<file path="src/rtl/ctrl_pkg.sv">
// ctrl_pkg: shared constants and control-bundle types for the RV32I
// 3-stage pipeline controller (IF/D, EX, MEM/WB).
//   opcode_e     : instruction opcode keyed on inst[6:2]
//   ALU_* / WB_* / SSEL_* / LD_* : ALUSel, WBSel, SSel and LdSel codes
//   ctrl_t       : decoded control bundle carried from IF/D into EX
//   wb_t         : slice of the bundle still needed in WB
//   CTRL_BUBBLE / WB_BUBBLE : bundle values for a bubble
package ctrl_pkg;

    typedef enum logic [4:0] {
        OP_LOAD   = 5'd0,
        OP_IMM    = 5'd4,
        OP_AUIPC  = 5'd5,
        OP_STORE  = 5'd8,
        OP_REG    = 5'd12,
        OP_LUI    = 5'd13,
        OP_BRANCH = 5'd24,
        OP_JALR   = 5'd25,
        OP_JAL    = 5'd27
    } opcode_e;

    localparam logic [3:0] ALU_ADD    = 4'd0;
    localparam logic [3:0] ALU_PASS_B = 4'd15;

    localparam logic [1:0] WB_MEM = 2'd0;
    localparam logic [1:0] WB_ALU = 2'd1;
    localparam logic [1:0] WB_PC4 = 2'd2;

    localparam logic [1:0] SSEL_NONE = 2'd3;
    localparam logic [2:0] LD_WORD   = 3'd2;

    typedef struct packed {
        logic [3:0] alu_sel;
        logic       a_sel;
        logic       b_sel;
        logic       mem_rw;
        logic [1:0] s_sel;
        logic       br_un;
        logic       is_branch;
        logic       is_jump;
        logic [2:0] funct3;
        logic [1:0] wb_sel;
        logic       reg_wr_en;
        logic [2:0] ld_sel;
        logic       use_rs1;
        logic       use_rs2;
        logic [4:0] rs1;
        logic [4:0] rs2;
        logic [4:0] rd;
    } ctrl_t;

    typedef struct packed {
        logic [1:0] wb_sel;
        logic       reg_wr_en;
        logic [2:0] ld_sel;
        logic [4:0] rd;
    } wb_t;

    localparam ctrl_t CTRL_BUBBLE = '{
        alu_sel:   ALU_ADD,
        a_sel:     1'b0,
        b_sel:     1'b0,
        mem_rw:    1'b0,
        s_sel:     SSEL_NONE,
        br_un:     1'b0,
        is_branch: 1'b0,
        is_jump:   1'b0,
        funct3:    3'd0,
        wb_sel:    WB_MEM,
        reg_wr_en: 1'b0,
        ld_sel:    LD_WORD,
        use_rs1:   1'b0,
        use_rs2:   1'b0,
        rs1:       5'd0,
        rs2:       5'd0,
        rd:        5'd0
    };

    localparam wb_t WB_BUBBLE = '{
        wb_sel:    WB_MEM,
        reg_wr_en: 1'b0,
        ld_sel:    LD_WORD,
        rd:        5'd0
    };

    // funct3[2] picks less-than vs equal; funct3[0] inverts (bne/bge/bgeu).
    function automatic logic branch_taken(input logic [2:0] funct3,
                                          input logic br_eq,
                                          input logic br_lt);
        return (funct3[2] ? br_lt : br_eq) ^ funct3[0];
    endfunction

endpackage

</file>
<file path="src/rtl/controller_decode.sv">
// controller_decode: purely combinational RV32I instruction decoder.
//   inst : 32-bit instruction at IF/D
//   ctrl : decoded control bundle (bubble for unsupported opcodes)
// Register-read flags are set only for formats that really read rs1/rs2,
// so immediate bits sitting in the rs fields never look like operands.
module controller_decode
    import ctrl_pkg::*;
(
    input  logic [31:0] inst,
    output ctrl_t       ctrl
);

    logic [2:0] funct3;
    logic       f7b5;
    logic       unused_bits;

    assign funct3      = inst[14:12];
    assign f7b5        = inst[30];
    assign unused_bits = ^{inst[31], inst[29:25], inst[1:0]};

    always_comb begin
        ctrl        = CTRL_BUBBLE;
        ctrl.rd     = inst[11:7];
        ctrl.rs1    = inst[19:15];
        ctrl.rs2    = inst[24:20];
        ctrl.funct3 = funct3;
        case (inst[6:2])
            OP_REG: begin
                ctrl.alu_sel   = {f7b5, funct3};
                ctrl.wb_sel    = WB_ALU;
                ctrl.reg_wr_en = 1'b1;
                ctrl.use_rs1   = 1'b1;
                ctrl.use_rs2   = 1'b1;
            end
            OP_IMM: begin
                // Only the shift-right pair uses funct7[5] (srli/srai).
                ctrl.alu_sel   = {(funct3 == 3'd5) & f7b5, funct3};
                ctrl.b_sel     = 1'b1;
                ctrl.wb_sel    = WB_ALU;
                ctrl.reg_wr_en = 1'b1;
                ctrl.use_rs1   = 1'b1;
            end
            OP_LOAD: begin
                ctrl.b_sel     = 1'b1;
                ctrl.mem_rw    = 1'b1;
                ctrl.wb_sel    = WB_MEM;
                ctrl.reg_wr_en = 1'b1;
                ctrl.ld_sel    = funct3;
                ctrl.use_rs1   = 1'b1;
            end
            OP_STORE: begin
                ctrl.b_sel   = 1'b1;
                ctrl.mem_rw  = 1'b1;
                ctrl.s_sel   = funct3[1:0];
                ctrl.use_rs1 = 1'b1;
                ctrl.use_rs2 = 1'b1;
            end
            OP_BRANCH: begin
                ctrl.a_sel     = 1'b1;
                ctrl.b_sel     = 1'b1;
                ctrl.br_un     = funct3[1];
                ctrl.is_branch = 1'b1;
                ctrl.use_rs1   = 1'b1;
                ctrl.use_rs2   = 1'b1;
            end
            OP_JAL: begin
                ctrl.a_sel     = 1'b1;
                ctrl.b_sel     = 1'b1;
                ctrl.is_jump   = 1'b1;
                ctrl.wb_sel    = WB_PC4;
                ctrl.reg_wr_en = 1'b1;
            end
            OP_JALR: begin
                ctrl.b_sel     = 1'b1;
                ctrl.is_jump   = 1'b1;
                ctrl.wb_sel    = WB_PC4;
                ctrl.reg_wr_en = 1'b1;
                ctrl.use_rs1   = 1'b1;
            end
            OP_LUI: begin
                ctrl.alu_sel   = ALU_PASS_B;
                ctrl.b_sel     = 1'b1;
                ctrl.wb_sel    = WB_ALU;
                ctrl.reg_wr_en = 1'b1;
            end
            OP_AUIPC: begin
                ctrl.a_sel     = 1'b1;
                ctrl.b_sel     = 1'b1;
                ctrl.wb_sel    = WB_ALU;
                ctrl.reg_wr_en = 1'b1;
            end
            default: ctrl = CTRL_BUBBLE;
        endcase
    end

endmodule

</file>
<file path="src/rtl/controller.sv">
// controller: control unit for the 3-stage RV32I pipeline (IF/D, EX, MEM/WB).
// Ports:
//   clk, rst            : clock, asynchronous active-low reset
//   inst                : instruction in IF/D
//   BrEq, BrLt          : comparator flags for the EX instruction
//   FA_1, FB_1          : IF/D register-read bypass from WB
//   FA_2, FB_2          : EX operand bypass from WB
//   PCSel, InstSel      : next-PC select, IF/D NOP insertion
//   BrUn, ASel, BSel, ALUSel, MemRW, SSel : EX controls
//   WBSel, RegWrEn, LdSel                 : WB controls
// Build option: define CTRL_FORWARD_EN to enable forwarding selects;
// otherwise FA_1/FB_1/FA_2/FB_2 are tied low.
module controller
    import ctrl_pkg::*;
(
    input  logic        clk,
    input  logic        rst,
    input  logic [31:0] inst,
    input  logic        BrEq,
    input  logic        BrLt,
    output logic        FA_1,
    output logic        FB_1,
    output logic        FA_2,
    output logic        FB_2,
    output logic        PCSel,
    output logic        InstSel,
    output logic        BrUn,
    output logic        ASel,
    output logic        BSel,
    output logic [3:0]  ALUSel,
    output logic        MemRW,
    output logic [1:0]  SSel,
    output logic [1:0]  WBSel,
    output logic        RegWrEn,
    output logic [2:0]  LdSel
);

    ctrl_t dec_ctrl;
    ctrl_t id_ctrl;
    ctrl_t ex_ctrl;
    wb_t   wb_ctrl;
    logic  started;

    controller_decode u_decode (
        .inst (inst),
        .ctrl (dec_ctrl)
    );

    // Instruction memory output is not valid until one edge after reset release.
    always_ff @(posedge clk or negedge rst) begin
        if (!rst) started <= 1'b0;
        else      started <= 1'b1;
    end

    assign InstSel = ~started;

    always_comb begin
        id_ctrl = dec_ctrl;
        if (InstSel) id_ctrl = CTRL_BUBBLE;
    end

    always_ff @(posedge clk or negedge rst) begin
        if (!rst) begin
            ex_ctrl <= CTRL_BUBBLE;
            wb_ctrl <= WB_BUBBLE;
        end else begin
            ex_ctrl           <= id_ctrl;
            wb_ctrl.wb_sel    <= ex_ctrl.wb_sel;
            wb_ctrl.reg_wr_en <= ex_ctrl.reg_wr_en;
            wb_ctrl.ld_sel    <= ex_ctrl.ld_sel;
            wb_ctrl.rd        <= ex_ctrl.rd;
        end
    end

    assign BrUn    = ex_ctrl.br_un;
    assign ASel    = ex_ctrl.a_sel;
    assign BSel    = ex_ctrl.b_sel;
    assign ALUSel  = ex_ctrl.alu_sel;
    assign MemRW   = ex_ctrl.mem_rw;
    assign SSel    = ex_ctrl.s_sel;
    assign PCSel   = ex_ctrl.is_jump |
                     (ex_ctrl.is_branch & branch_taken(ex_ctrl.funct3, BrEq, BrLt));

    assign WBSel   = wb_ctrl.wb_sel;
    assign RegWrEn = wb_ctrl.reg_wr_en;
    assign LdSel   = wb_ctrl.ld_sel;

`ifdef CTRL_FORWARD_EN
    logic wb_writes;
    assign wb_writes = wb_ctrl.reg_wr_en & (wb_ctrl.rd != 5'd0);
    assign FA_1 = wb_writes & id_ctrl.use_rs1 & (id_ctrl.rs1 == wb_ctrl.rd);
    assign FB_1 = wb_writes & id_ctrl.use_rs2 & (id_ctrl.rs2 == wb_ctrl.rd);
    assign FA_2 = wb_writes & ex_ctrl.use_rs1 & (ex_ctrl.rs1 == wb_ctrl.rd);
    assign FB_2 = wb_writes & ex_ctrl.use_rs2 & (ex_ctrl.rs2 == wb_ctrl.rd);
`else
    logic unused_fwd;
    assign unused_fwd = ^{ex_ctrl.use_rs1, ex_ctrl.use_rs2, ex_ctrl.rs1,
                          ex_ctrl.rs2, wb_ctrl.rd};
    assign FA_1 = 1'b0;
    assign FB_1 = 1'b0;
    assign FA_2 = 1'b0;
    assign FB_2 = 1'b0;
`endif

endmodule

</file>
<file path="config.mk">
export PLATFORM = sky130hd
export DESIGN_NAME = controller
export DESIGN_NICKNAME = d
export VERILOG_FILES = /design/src/rtl/ctrl_pkg.sv /design/src/rtl/controller_decode.sv /design/src/rtl/controller.sv
export SDC_FILE = /design/constraint.sdc
export NUM_CORES = 1
export LEC_CHECK = 0
export CAP_MARGIN = 20
export CORE_AREA = 2 2 55 57
export DETAILED_ROUTE_END_ITERATION = 7
export DIE_AREA = 0 0 57 59
export GPL_TIMING_DRIVEN = 0
export PLACE_DENSITY_LB_ADDON = 0.2
export REMOVE_ABC_BUFFERS = 1
export SYNTH_ARGS = -nofsm -noshare
export SYNTH_HDL_FRONTEND = slang
export SYNTH_SLANG_ARGS = --single-unit
</file>
<file path="constraint.sdc">
create_clock -name clk -period 3.1 [get_ports clk]
set_clock_uncertainty 0.2 [all_clocks]
set_input_delay 0.31 -clock clk [delete_from_list [all_inputs] [get_ports clk]]
set_output_delay 0.31 -clock clk [all_outputs]
set_load 0.02 [all_outputs]
</file>
==> results of run 1 <==
flip-flops by register name, summed over array words and instances, names as in the netlist:
signal and cells:
WBSel 2, LdSel 3, BSel 1, started 1, ASel 1, BrUn 1
ex_ctrl 10, RegWrEn 1, MemRW 1, ALUSel 4, SSel 2
through the flow:
step | cell area (sq um) | std cells | power (uW) | utilization (%) | setup slack [ps]
6_report | 1396 | 152 | 573.9 | 51.52 | 859.5
5_1_grt | 1396 | 152 | 608.1 | 51.52 | 723.8
4_1_cts | 1381 | 151 | 582.0 | 50.97 | 827.8
3_5_place_dp | 1355 | 147 | 440.8 | 50.00 | 855.6
3_3_place_gp | 1355 | 147 | 440.1 | 50.00 | 874.9
2_1_floorplan | 1016 | 86 | 398.3 | - | 1721
cell families after synthesis:
family,count (synthesis)
AND/OR/NAND/NOR,35
other,2
XOR/XNOR,1
multiplexers,1
flip-flops,27
AO/OA/AOI/OAI,14
buffers and inverters,16
worst max path at each step:
stage          cells after the start  slack [ps]     to        start
2_1_floorplan                      3        1720  PCSel  ex_ctrl[25]
3_3_place_gp                       5         870  PCSel         BrLt
3_5_place_dp                       5         860  PCSel         BrLt
4_1_cts                            4         830  PCSel  ex_ctrl[25]
5_1_grt                            4         720  PCSel  ex_ctrl[25]
6_report                           4         860  PCSel  ex_ctrl[25]
layer usage:
metal / track usage [%] / up-vias / wire length (um)
met4: 7.973 / 0 / 46
met1: 14.10 / 337 / 742
met5: 0 / - / 0
met2: 17.90 / 19 / 858
met3: 2.838 / 4 / 95
li1: - / 354 / -
report_power, final:
group	internal, uW	total [uW]	switching [uW]
clock	50.2	138	87.9
sequential	359	362	3.10
combinational	33.6	73.4	39.8
placed cells by master (no fill, tap or decap), types with 2 or more instances in the layout:
cell type and n:
clkdlybuf4s50_1 30, dfrtp_1 23, a21oi_1 7, nand2b_1 6, nor2_1 6, nand2_1 5, conb_1 5, dfstp_2 4
nand3_1 3, inv_1 3, and2_1 3, clkbuf_4 3, o21ai_0 2, nor3_1 2, or2_2 2
cell type report:
class,instances,area (sq um)
Clock buffer,4,26.28
Fill cell,255,1314
Multi-Input combinational cell,56,324.1
Timing Repair Buffer,31,315.3
Tap cell,31,38.79
Sequential cell,27,680.7
Inverter,3,11.26
worst register-to-register path: cells and delay by family (launching register included):
| family | cells | cell delay, ps |
|---|---|---|
| flops | 1 | 490 |
| compound gates | 1 | 210 |
| buf+inv | 1 | 200 |
| simple gates | 1 | 60 |
==> impl.org, run 1 <==
** Clock network
- TritonCTS built the clock tree.
- Maximum level of the CTS H-tree :: 1
- Number of buffers inserted to repair setup after CTS :: 0
- The later pin in the worst-skew pair is clocked with a latency of 310 ps.
- The cell sitting at the root of the clock tree is a clkbuf_4.
- Cts hold-fix bufs :: 0
- Resized cells post-CTS :: 0
- No sink is reached through more buffers than the 2 on the longest clock path.
- Counting every sink on the clock net gives 27.
- Clock slew at reported path FFs :: 120 ps
- Buffers inserted during clock tree synthesis total 3.

** Worst setup path
- Register-to-Register Path Depth :: 3
- Along the worst path, the maximum fanout reaches 1.
- Cell with the largest stage delay on the worst path :: clkdlybuf4s50_1
- Required time of the critical path :: 2590 ps
- Delay contributed by the slowest stage of the critical path :: 590 ps
- Worst path top cell family by delay :: buffers and inverters
- Buf+Inv Stages, Crit Path :: 1
- In this run the critical register-to-register path is launched from started.
- Worst reg2reg setup slack :: 1850 ps
- CP startpoint kind :: register
- In this run the critical register-to-register path is captured at BSel.
- At the worst endpoint, the arrival time is 1730 ps.
- STA classifies the critical path endpoint as an output port.
- WS Path Type :: register to output port
- Worst-path cell chain :: mux2i_1, xnor2_1, a21o_1, clkdlybuf4s50_1

** Worst hold path
- In this run the worst hold path is classified as input port to async pin.

** Power
- PwrDens :: 411.0 nW/um^2
- Across the VDD grid, the largest voltage drop is 240.5 uV.
- In this run the static leakage power is 0.0006356 uW.

** Synthesis
- Number of instances in the synthesized netlist :: 96
- After Yosys synthesis, full adders, half adders and majority gates account for 0% of the synthesized area.
- For this run, the number of Yosys warnings is 0.
- Netlist Area Pre-Place :: 1100 sq um
- Top cell types by occurrence after synthesis :: dfrtp_1, buf_4, a21oi_1
- The synthesized netlist devotes 7.850% of its cell area to compound gates.
- In the synthesized netlist the async set-or-reset flop fraction comes to 100.0%.
- Top post-synthesis cells by area :: dfrtp_1, dfstp_2, buf_4
- After Yosys synthesis, and, or, nand and nor cells account for 18.20% of the synthesized area.
- The top cell type by area accounts for 52.33% of the synthesized area.
- After synthesis, the share of cell area in mux cells is 0.9101%.
- Sequential elements use 61.89% of the synthesized area.
- The biggest area contributor in the post-synthesis netlist is dfrtp_1.
- Library cells used by synthesis :: 32
- Yosys mapped a number of flops with a built-in enable equal to 0.
- Mean Syn Cell Area :: 11.46 sq um
- Dominant combinational cell family by area after synthesis :: simple AND/OR/NAND/NOR gates
- Among all flip-flop cells after synthesis, the most frequent one is dfrtp_1.
- Number of flip-flops and latches in the synthesized netlist :: 27
- Most repeated cell in the gate-level netlist after synthesis :: dfrtp_1
- Of the total synthesized cell area, the portion taken by XOR and XNOR cells is 0.7964%.

** Die
- The floorplan has 19 rows.
- The die is 57 um wide.
- Die boundary height :: 59 um
- Area of the placeable core :: 2710 sq um
- Once the floorplan was initialized, standard cells occupied 40.58% of the core.
- Die outline area :: 3363 sq um
- 58 I/O pins were placed.

** Routing
- In the routed design, unresolved DRC markers number 0.
- The detailed router finished its first iteration with 6 violations.
- After detailed routing, the total wire length is 1744 um.
- Via count of the routed design :: 714
- Detail Route Antenna Nets :: 0
- Detailed-route wire length per cell :: 11.47 um
- Vias/cell :: 4.697
- The first detailed-routing pass took 3 iterations.

** Global route
- Largest net degree at the start of global routing :: 28
- First-pass GRT wire length :: 2884 um
- Number of antenna violations at the first check in global routing :: 0
- Remaining global-route overflow :: 0
- The via count of the first global-routing pass came to 648.
- Global-route usage over all layers :: 11.49%

** STA
- Hold timing on the final database bottoms out at a slack of 136.6 ps.
- The smallest clock period supported by the final layout is computed as 2241 ps.
- The final count of hold timing violations came to 0.
- Final cycle utilization of the critical path :: 72.27%
- For the pin with the worst max-slew slack, the measured transition is 539.9 ps.
- Setup repair after global routing left no endpoint under its margin.
- Worst relative slew slack :: 63.89%
- Setup total negative slack on the finished layout was measured at 0 ps.
- Final Slew Violations :: 0
- Timing would allow up to 446.3 MHz.
- Setup violations remaining at the end of the flow were counted as 0.

** Run
- The tool flagged a number of max-cap violations equal to 0.

** Finish
- For this run, the post-layout net count is 158.
- Share of layout cells above drive strength 1 :: 9.091%
- The repair_antennas step left the layout with diodes totalling 0.
- Relative to the synthesized area, the layout overhead comes to 26.96%.

** Place
- Routability-driven placement finished with a final weighted congestion of 0.7118.
- Once detailed placement completed, the half-perimeter wirelength came to 1265 um.
- Buffers on Ports :: 30

** Run status
- The run finished with clean final reports.
No activity file was read; power rests on OpenSTA's default activity.
==> run 2, diff against run 1 <==
--- a/config.mk
+++ b/config.mk
@@ -6,9 +6,9 @@
 export NUM_CORES = 1
 export LEC_CHECK = 0
 export CAP_MARGIN = 20
-export CORE_AREA = 2 2 55 57
+export CORE_AREA = 2 2 60 62
 export DETAILED_ROUTE_END_ITERATION = 7
-export DIE_AREA = 0 0 57 59
+export DIE_AREA = 0 0 62 64
 export GPL_TIMING_DRIVEN = 0
 export PLACE_DENSITY_LB_ADDON = 0.2
 export REMOVE_ABC_BUFFERS = 1
==> constraint.sdc (replaced) <==
create_clock -name clk -period 1.9 [get_ports clk]
set_clock_uncertainty 0.2 [all_clocks]
set_input_delay 0.19 -clock clk [delete_from_list [all_inputs] [get_ports clk]]
set_output_delay 0.19 -clock clk [all_outputs]
set_load 0.02 [all_outputs]
==> run 2 against run 1 <==
Net effect:
- highest routed layer unchanged
- die area rose by 18%
- global-route usage fell by 0.22 points
- largest cell class unchanged
- core utilization fell by 8.2 points
- first-iteration DRC count rose to 2.7 times the previous value
- register-to-register slack got worse by 1200 ps
- critical path depth fell by 3
- routed wire length rose by 14%
- combinational power rose by 68%
- worst setup slack got worse by 800 ps
==> impl.org, run 2 (synthesis results as in run 1) <==
** Finish
- Max reg flops :: 10
- Antenna diode instance count :: 0
- Compared with the post-synthesis result, the final layout area differs by 29.24%.
- After filler insertion, the fill cell instance count of the layout stands at 324.
- The net count of the finished layout is 158.
- Share of layout cells above drive strength 1 :: 9.917%
- With fillers left out, the area of the finished cells amounts to 1421 sq um.
- Leaving out fill and tap cells, the most frequent cell in the layout is clkdlybuf4s50_1.
- Leading cell types in the layout, fill and taps excluded :: clkdlybuf4s50_1, dfrtp_1, a21oi_1
- Top reg by flops :: ex_ctrl

** Die
- After floorplanning, the core was sized to cover 3284 sq um.
- Initial core utilization :: 33.49%
- 58 I/O pins were placed.
- The die covers 3968 sq um.
- Rows :: 21
- Die boundary height :: 64 um
- Horizontal die dimension :: 62 um

** STA
- Hold is met by 1.671 ps.
- Dividing the final minimum period by the clock period gives 96.82%.
- Final Slew Violations :: 0
- Final hold vios :: 0
- Setup violations remaining at the end of the flow were counted as 0.
- Setup repair after global routing left no endpoint under its margin.
- Measured against its own limit, the worst slew margin works out to 63.57%.
- For the pin with the worst max-slew slack, the measured transition is 544.7 ps.
- Static timing analysis puts the maximum clock frequency at 543.6 MHz.
- Counting I/O delays and the setup requirement, the final critical path takes 1840 ps.

** Run status
- The run finished with clean final reports.

** Clock network
- CTS built an H-tree with a depth of 1.
- CTS sink cnt :: 27
- Number of buffers on the longest clock path :: 2
- For the worst-skew pair, the clock arrives at the later sink with an insertion delay of 320 ps.
- Number of buffers inserted to repair setup after CTS :: 0
- The number of clock buffers added by TritonCTS is 3.
- CTS placed an instance of clkbuf_4 at the clock tree root.
- Clock slew at reported path FFs :: 140 ps
- TritonCTS built the clock tree.
- After clock tree synthesis, the flow added hold-fix buffers numbering 0.

** Place
- Final weighted congestion of routability-driven global placement :: 0.7903
- Buffers on Ports :: 30
- Detailed placement finished with a half-perimeter wire length of 1530 um.
- Area post-placement :: 1401 sq um

** Power
- Power comes to 952.8 uW.
- Leakage power of the design :: 0.0006434 uW
- For this design the ratio of total power to cell area is 670.4 nW/um^2.
- Worst VDD drop :: 198.1 uV

** Routing
- Detailed-route wire length per cell :: 11.87 um
- Detailed Route WL :: 1982 um
- Detail Route Antenna Nets :: 0
- DRC :: 0
- Using the TritonRoute via totals, the vias-per-cell ratio works out to 4.467.
- The detailed router finished its first iteration with 16 violations.
- Before antenna repair, the detailed router went through 4 iterations.
- Via count of the routed design :: 746

** Global route
- Vias in the first global route :: 730
- First-pass GRT wire length :: 3249 um
- Global-route usage over all layers :: 11.27%
- Remaining global-route overflow :: 0
- Largest net degree at the start of global routing :: 19
- The initial antenna violation count is 0.

** Worst setup path
- The setup check on the worst reg-to-reg path leaves a slack of 660 ps.
- CP startpoint kind :: register
- The number of buffers and inverters on the critical path is 1.
- Delay contributed by the slowest stage of the critical path :: 600 ps
- STA classifies the critical path endpoint as an output port.
- Register-to-Register Path Depth :: 3
- Worst path arrival time :: 1450 ps
- Crit Reg-Reg Endpoint :: BSel
- Worst-path cell chain :: clkdlybuf4s50_1
- By startpoint and endpoint, the worst setup path is classified as register to output port.
- Broken down by cell family, the worst path's largest delay share belongs to buffers and inverters.
- The slowest stage of the critical path belongs to the cell clkdlybuf4s50_1.
- Of all nets on the critical path, the largest fanout is 1.
- Data on the critical path is required at its endpoint by 1510 ps.
- Worst flop-to-flop path startpoint :: started

** Run
- Max-cap violations in this run came to 0.

** Worst hold path
- Path type of the worst min-delay path :: input port to async pin
-- run 2: routing by layer --
metal / wire, um / vias to the layer above / track usage, %
met3: 77 / 5 / 1.215
met2: 1004 / 22 / 18.36
met1: 835 / 365 / 13.19
met5: 0 / - / 0
met4: 64 / 0 / 7.979
li1: - / 354 / -
-- run 2: through the flow --
step	util [%]	setup WS [ps]	instances	setup TNS [ps]
finish	43.28	60.38	167	0
floorplan	-	640.6	86	0
global placement	41.83	-86.15	162	-92.71
CTS	43.43	16.37	167	0
detailed placement	42.67	-109.0	163	-135.3
global route	43.28	14.25	167	0
-- run 2: cell type report --
cell class / instances / area, sq um / share of cell area (%)
timing repair buffer: 31 / 321.6 / 22.62
sequential: 27 / 680.7 / 47.89
clock buffer: 4 / 26.28 / 1.849
inverter: 3 / 11.26 / 0.7923
multi-input combinational: 56 / 324.1 / 22.80
tap: 46 / 57.56 / 4.049
-- run 2: power by group --
part	internal, uW	switching, uW
registers	586	5.31
clock network	82.3	156
logic	56.4	66.5
total	725	228
-- run 2: worst max-delay path by stage --
stage / start / endpoint / cells past startpoint
floorplan: ex_ctrl[25] / PCSel / 3
global placement: BrLt / PCSel / 5
detailed placement: BrLt / PCSel / 5
CTS: ex_ctrl[25] / PCSel / 4
global route: SSel[1] / SSel[1] / 1
finish: SSel[0] / SSel[0] / 1
-- run 2: repair_timing --
item	in CTS	in global routing
pin swaps	0	0
setup endpoints to repair	2	1
gates resized for setup	3	1
endpoints found under the hold margin	0	0
